$ cat src/rtl/otter_intr_ctrl.sv
// ---------------------------------------------------------------------------
// otter_intr_ctrl
//
// Multi-source interrupt controller for the OTTER MCU. It takes the place of
// the single raw INTR pin. Each external request is synchronised and latched
// into PENDING, either by edge or by level. The highest-priority enabled
// request drives the core's INTR. One claimed source is tracked as in service
// until the CPU writes its id back to the CLAIM/EOI register.
//
// Register map (offsets from BASE_ADDR):
//   0x0 PENDING  R/W1C  (a W1C write has no effect on level-mode bits)
//   0x4 ENABLE   RW
//   0x8 MODE     RW     1 = edge, 0 = level
//   0xC CLAIM    R = {valid, 23'b0, id[7:0]}, W = end-of-interrupt id
//
// Ports:
//   clk_i         system clock, rising edge
//   rst_n_i       asynchronous active-low reset
//   irq_in_i      raw interrupt requests, asynchronous to clk_i
//   iobus_addr_i  CPU IO address
//   iobus_out_i   CPU IO write data
//   iobus_wr_i    CPU IO write strobe (one cycle per store)
//   int_taken_i   one-cycle pulse from the CU_FSM when the trap is entered
//   intr_o        interrupt request to the CU_FSM
//   irq_rd_o      register read data, combinational from iobus_addr_i
//   irq_hit_o     the address falls inside this 16-byte register block
//
// Build option:
//   OTTER_INTC_RROBIN_EN  When defined, priority rotates. A pointer register
//                         picks the first request at or after it, and after
//                         each claim it moves one past the claimed source.
//                         When undefined, priority is fixed and the lowest
//                         index wins.
// ---------------------------------------------------------------------------
module otter_intr_ctrl #(
  parameter int               N_SRC     = 8,
  parameter logic [31:0]      BASE_ADDR = 32'h1100_0100,
  parameter logic [N_SRC-1:0] MODE_RST  = {N_SRC{1'b1}}
) (
  input  logic             clk_i,
  input  logic             rst_n_i,
  input  logic [N_SRC-1:0] irq_in_i,
  input  logic [31:0]      iobus_addr_i,
  input  logic [31:0]      iobus_out_i,
  input  logic             iobus_wr_i,
  input  logic             int_taken_i,
  output logic             intr_o,
  output logic [31:0]      irq_rd_o,
  output logic             irq_hit_o
);

  typedef enum logic {
    IDLE    = 1'b0,
    SERVICE = 1'b1
  } state_e;

  localparam logic [1:0] OFS_PENDING = 2'd0;
  localparam logic [1:0] OFS_ENABLE  = 2'd1;
  localparam logic [1:0] OFS_MODE    = 2'd2;
  localparam logic [1:0] OFS_CLAIM   = 2'd3;

  state_e           state_q, state_d;
  logic [N_SRC-1:0] syncOne_q, syncTwo_q, prev_q;
  logic [N_SRC-1:0] pending_q, pending_d;
  logic [N_SRC-1:0] enable_q, enable_d;
  logic [N_SRC-1:0] mode_q, mode_d;
  logic [7:0]       activeId_q, activeId_d;

  logic [N_SRC-1:0] edgeDet;
  logic [N_SRC-1:0] req;
  logic [N_SRC-1:0] wrData;
  logic [N_SRC-1:0] claimMask;
  logic [N_SRC-1:0] clrMask;
  logic             anyReq;
  logic [7:0]       winId;
  logic             wrPending, wrEnable, wrMode, wrClaim;
  logic             claim, eoi;
  logic             unusedBits;

  // Address bits [1:0] and the data bits above the source count are
  // deliberately ignored.
  assign unusedBits = ^{iobus_addr_i[1:0], iobus_out_i};

  // --- Bus decode --------------------------------------------------------
  assign irq_hit_o = (iobus_addr_i[31:4] == BASE_ADDR[31:4]);
  assign wrData    = iobus_out_i[N_SRC-1:0];
  assign wrPending = iobus_wr_i && irq_hit_o && (iobus_addr_i[3:2] == OFS_PENDING);
  assign wrEnable  = iobus_wr_i && irq_hit_o && (iobus_addr_i[3:2] == OFS_ENABLE);
  assign wrMode    = iobus_wr_i && irq_hit_o && (iobus_addr_i[3:2] == OFS_MODE);
  assign wrClaim   = iobus_wr_i && irq_hit_o && (iobus_addr_i[3:2] == OFS_CLAIM);

  // --- Request path ------------------------------------------------------
  // prev_q trails syncTwo_q by one cycle, so an edge lasts exactly one cycle.
  assign edgeDet = syncTwo_q & ~prev_q;
  assign req     = pending_q & enable_q;
  assign anyReq  = |req;

`ifdef OTTER_INTC_RROBIN_EN
  logic [7:0]         ptr_q, ptr_d;
  logic [2*N_SRC-1:0] reqRot;
  logic [7:0]         rotOfs;
  logic [7:0]         rotSum;

  // Rotate req so that bit 0 lines up with the pointer. Then take the
  // lowest set bit and map it back to a source index, wrapping at N_SRC.
  always_comb begin
    reqRot = {req, req} >> ptr_q;
    rotOfs = 8'd0;
    for (int i = N_SRC - 1; i >= 0; i--) begin
      if (reqRot[i]) rotOfs = 8'(i);
    end
    rotSum = ptr_q + rotOfs;
    winId  = (rotSum >= 8'(N_SRC)) ? (rotSum - 8'(N_SRC)) : rotSum;
  end

  always_comb begin
    ptr_d = ptr_q;
    if (claim) ptr_d = (winId == 8'(N_SRC - 1)) ? 8'd0 : (winId + 8'd1);
  end

  always_ff @(posedge clk_i or negedge rst_n_i) begin
    if (!rst_n_i) ptr_q <= 8'd0;
    else          ptr_q <= ptr_d;
  end
`else
  // Fixed priority: scan downwards so the lowest-index request is the
  // last assignment and wins.
  always_comb begin
    winId = 8'd0;
    for (int i = N_SRC - 1; i >= 0; i--) begin
      if (req[i]) winId = 8'(i);
    end
  end
`endif

  // --- Claim / end-of-interrupt -----------------------------------------
  // A claim that finds no request (request withdrawn) does nothing.
  assign claim = (state_q == IDLE) && int_taken_i && anyReq;
  assign eoi   = (state_q == SERVICE) && wrClaim && (iobus_out_i[7:0] == activeId_q);

  always_comb begin
    claimMask = '0;
    for (int i = 0; i < N_SRC; i++) begin
      claimMask[i] = claim && (winId == 8'(i));
    end
  end

  // Edge bits OR the new edge in after the clear, so a set wins over a clear
  // in the same cycle. Level bits simply mirror the synchronised input.
  always_comb begin
    clrMask   = ({N_SRC{wrPending}} & wrData) | claimMask;
    pending_d = (mode_q & ((pending_q & ~clrMask) | edgeDet)) |
                (~mode_q & syncTwo_q);
    enable_d  = wrEnable ? wrData : enable_q;
    mode_d    = wrMode   ? wrData : mode_q;
  end

  // --- Service FSM -------------------------------------------------------
  always_comb begin
    state_d    = state_q;
    activeId_d = activeId_q;
    intr_o     = 1'b0;
    unique case (state_q)
      IDLE: begin
        intr_o = anyReq;
        if (claim) begin
          activeId_d = winId;
          state_d    = SERVICE;
        end
      end
      SERVICE: begin
        if (eoi) state_d = IDLE;
      end
      default: state_d = IDLE;
    endcase
  end

  always_ff @(posedge clk_i or negedge rst_n_i) begin
    if (!rst_n_i) begin
      syncOne_q  <= '0;
      syncTwo_q  <= '0;
      prev_q     <= '0;
      pending_q  <= '0;
      enable_q   <= '0;
      mode_q     <= MODE_RST;
      activeId_q <= 8'd0;
      state_q    <= IDLE;
    end else begin
      syncOne_q  <= irq_in_i;
      syncTwo_q  <= syncOne_q;
      prev_q     <= syncTwo_q;
      pending_q  <= pending_d;
      enable_q   <= enable_d;
      mode_q     <= mode_d;
      activeId_q <= activeId_d;
      state_q    <= state_d;
    end
  end

  // --- Read mux ----------------------------------------------------------
  // While a source is in service, CLAIM reports that source rather than the
  // current winner.
  always_comb begin
    irq_rd_o = 32'd0;
    unique case (iobus_addr_i[3:2])
      OFS_PENDING: irq_rd_o = 32'(pending_q);
      OFS_ENABLE:  irq_rd_o = 32'(enable_q);
      OFS_MODE:    irq_rd_o = 32'(mode_q);
      OFS_CLAIM: begin
        if (state_q == SERVICE) irq_rd_o = {1'b1, 23'd0, activeId_q};
        else                    irq_rd_o = {anyReq, 23'd0, winId};
      end
      default: irq_rd_o = 32'd0;
    endcase
  end

endmodule

$ cat config.mk
export PLATFORM = sky130hd
export DESIGN_NAME = otter_intr_ctrl
export DESIGN_NICKNAME = d
export VERILOG_FILES = /design/src/rtl/otter_intr_ctrl.sv
export SDC_FILE = /design/constraint.sdc
export NUM_CORES = 1
export LEC_CHECK = 0
export ABC_AREA = 1
export CORE_MARGIN = 5
export CORE_UTILIZATION = 35
export CTS_CLUSTER_SIZE = 24
export DETAILED_ROUTE_END_ITERATION = 10
export PLACE_DENSITY = 0.75
export SYNTH_ARGS = -nofsm -noshare
export SYNTH_HDL_FRONTEND = slang
export SYNTH_SLANG_ARGS = --single-unit
$ cat constraint.sdc
create_clock -name clk_i -period 1.7 [get_ports clk_i]
set_input_delay 0.34 -clock clk_i [delete_from_list [all_inputs] [get_ports clk_i]]
set_output_delay 0.34 -clock clk_i [all_outputs]
set_load 0.05 [all_outputs]
==> impl_metrics.toml <==
[timing]
fin_crit_ns = 2.00
slew_viol_final = 0
skew_ns = 0.00647
rsz0062_at_grt = "true"
hold_viol_final = 0
fin_tns_setup_ns = -1.18
post-route-period-util_pct = 118
setup_violations = 5
clock.fmax_mhz = 500
setup_ws_ns = -0.301

[synth]
yosysMostFrequentCell = "nand2_1"
synth_top_cell_by_area = "dfrtp_1"
syn_avg_cell_area_um2 = 8.07
synth_top_area_share_pct = 41.6
netlist_top_cells_area = "dfrtp_1 42%, nand2_1 16%, dfstp_2 7.9%, buf_4 6.5%, o21ai_2 5.3%"
synth_common_cells = "115 x nand2_1, 44 x dfrtp_1, 36 x inv_1"
async_flop_share_pct = 100
synthCells = 328
yosys_warnings = 0
synth.cell_area_um2 = 2650
ys_ff_latch = 52
synth_edf_count = 0
synth_cell_type_count = 24
yosysSeqAreaShare_pct = 49.5
synth_top_flop_cell = "dfrtp_1"

[cts]
clk_path_buf_depth = 2
insertion_delay_ns = 0.31
htree_levels = 2
numCtsBuffers = 5
cts_root_buf = "clkbuf_8"
cts.sinks = 52
cts_hold_buffers = 0
cts_tree = "built"
clkTransAtPathRegs_ns = 0.09

[cells_and_area]
drive_above_1_share_pct = 28.3
final_util_pct = 53.7
multi_input_area_um2 = 1180
fillers = 688
fin_nets = 510
fin_cells = 534
finalInstanceArea_um2 = 3910
areaGrowthSynthToFinish_pct = 47.8
register_area_um2 = 1310
antenna_cells = 0

[placed_design]
port_buffers = 60
dp_hpwl_um = 5190
gp_congestion = 0.880
dp_slack_ns = -0.323
placed_area_um2 = 3650
dp.cells = 513

[grt]
grt.total_usage_pct = 14.9
grt-ovfl-total = 0
grt_pass1_wl_um = 11600
antenna_found_initial = 0
grt_max_degree = 53
grt_pass1_vias = 2549

[setup_path]
crit_fanout = 2
r2r-start = "pending_q[6]"
end_kind = "output port"
path_class = "reg2out"
timing.rr.end = "pending_q[1]"
r2r_setup_slack_ns = 0.20
cp.arrival_ns = 1.66
crit_start = "pending_q[2]"
critPathLaunchType = "flop"
rr_worst_depth = 13
required_ns = 1.36

[worst_hold_path]
hp-class = "in2async"

[die]
die_h_um = 97.0
die_x_um = 97.0
die-area_um2 = 9400
row_count = 31
design.core.area_um2 = 7290
io_pins = 110
start_util_pct = 36.3

[detailed_routing]
drt-total-wl_um = 7100
via_per_inst = 4.60
wl_per_cell_um = 13.3
drt_iter0_drc = 150
first_pass_iters = 4
drc = 0
vias = 2455
detail-route-antenna-nets = 0

[status]
outcome = "finished with violations"
violations = "setup timing"

[pwr]
power_per_cell_area_nw_per_um2 = 614
ir_drop_mv = 0.439
power_leakage_nw = 2.00

[run]
cap_violations = 0
through the flow:
stage	power, mW	hold slack (ns)
6_report	2.40	0.00916
5_1_grt	2.49	0.0286
4_1_cts	2.42	0.0188
3_5_place_dp	1.75	0.337
3_3_place_gp	1.74	0.332
2_1_floorplan	1.55	0.0444
logic make-up after synthesis:
group | after synthesis | share of synthesized area (%)
AOI/OAI and AO/OA | 29 | 8.03
other | 1 | 0.142
buffers and inverters | 64 | 12.9
DFF | 52 | 49.5
xor gates and xnor gates | 1 | 0.331
and+or+nand+nor | 181 | 29.1
worst max-delay path: stages (launching register included):
cell and delay [ns]:
dfrtp_1 0.41, nand2_2 0.11, nand2_2 0.07, a31oi_1 0.18, nor2_1 0.08, o21ai_1 0.13
nand4_1 0.17, buf_12 0.20
registers in the layout, summed over array words and instances (netlist names):
signal,count
syncTwo_q,8
prev_q,8
activeId_q,3
pending_q,8
mode_q,8
enable_q,8
syncOne_q,8
state_q,1
placed cells by master (no fill, tap or decap), types with 4 or more instances in the layout:
master,n
nand2_1,102
dfstp_2,8
o21ai_2,16
nand4_1,10
buf_12,14
clkbuf_8,5
nand3_2,4
dlygate4sd2_1,22
conb_1,23
buf_4,37
nor2_1,16
nor3_1,5
clkdlybuf4s15_1,4
nand2_2,16
buf_6,4
dfrtp_1,44
o21ai_0,4
nor2_2,7
nand3_1,13
clkdlybuf4s50_1,18
inv_1,36
cell type report:
class / instances / area share [%]
clock buffer: 7 / 1.95
clock inverter: 1 / 0.128
inverter: 36 / 3.45
multi-input combinational: 234 / 30.1
sequential: 52 / 33.5
tap: 99 / 3.16
timing repair buffer: 105 / 27.7
report_power, final:
| part | total (mW) | leakage (nW) | internal (mW) | switching [mW] |
|---|---|---|---|---|
| Clock | 0.683 | 0.0422 | 0.290 | 0.393 |
| Combinational | 0.430 | 1.34 | 0.166 | 0.264 |
| Sequential | 1.29 | 0.613 | 1.28 | 0.0165 |
how the worst max path moves through the flow:
stage                  endpoint  slack [ns]  cells after the start
floorplan           irq_rd_o[1]      -0.008                      6
global placement    enable_q[1]       -0.28                     10
detailed placement  enable_q[7]       -0.32                     10
CTS                 irq_rd_o[1]       -0.32                      7
global route        irq_rd_o[0]       -0.39                     12
finish              irq_rd_o[1]       -0.30                      7
timing repair:
action	in CTS	in global routing
setup endpoints to repair	13	29
resized for setup	47	24
cloned	0	1
pin swaps	30	22
buffers inserted	9	3
metal layers:
metal / part of all wire (%) / global-route usage, % / up-vias
met2: 48 / 25.4 / 96
met1: 42 / 18.1 / 1149
met3: 6.9 / 3.53 / 20
met5: 0 / 0 / -
met4: 2.8 / 6.05 / 0
li1: - / - / 1190
No activity file was read; power rests on OpenSTA's default activity.
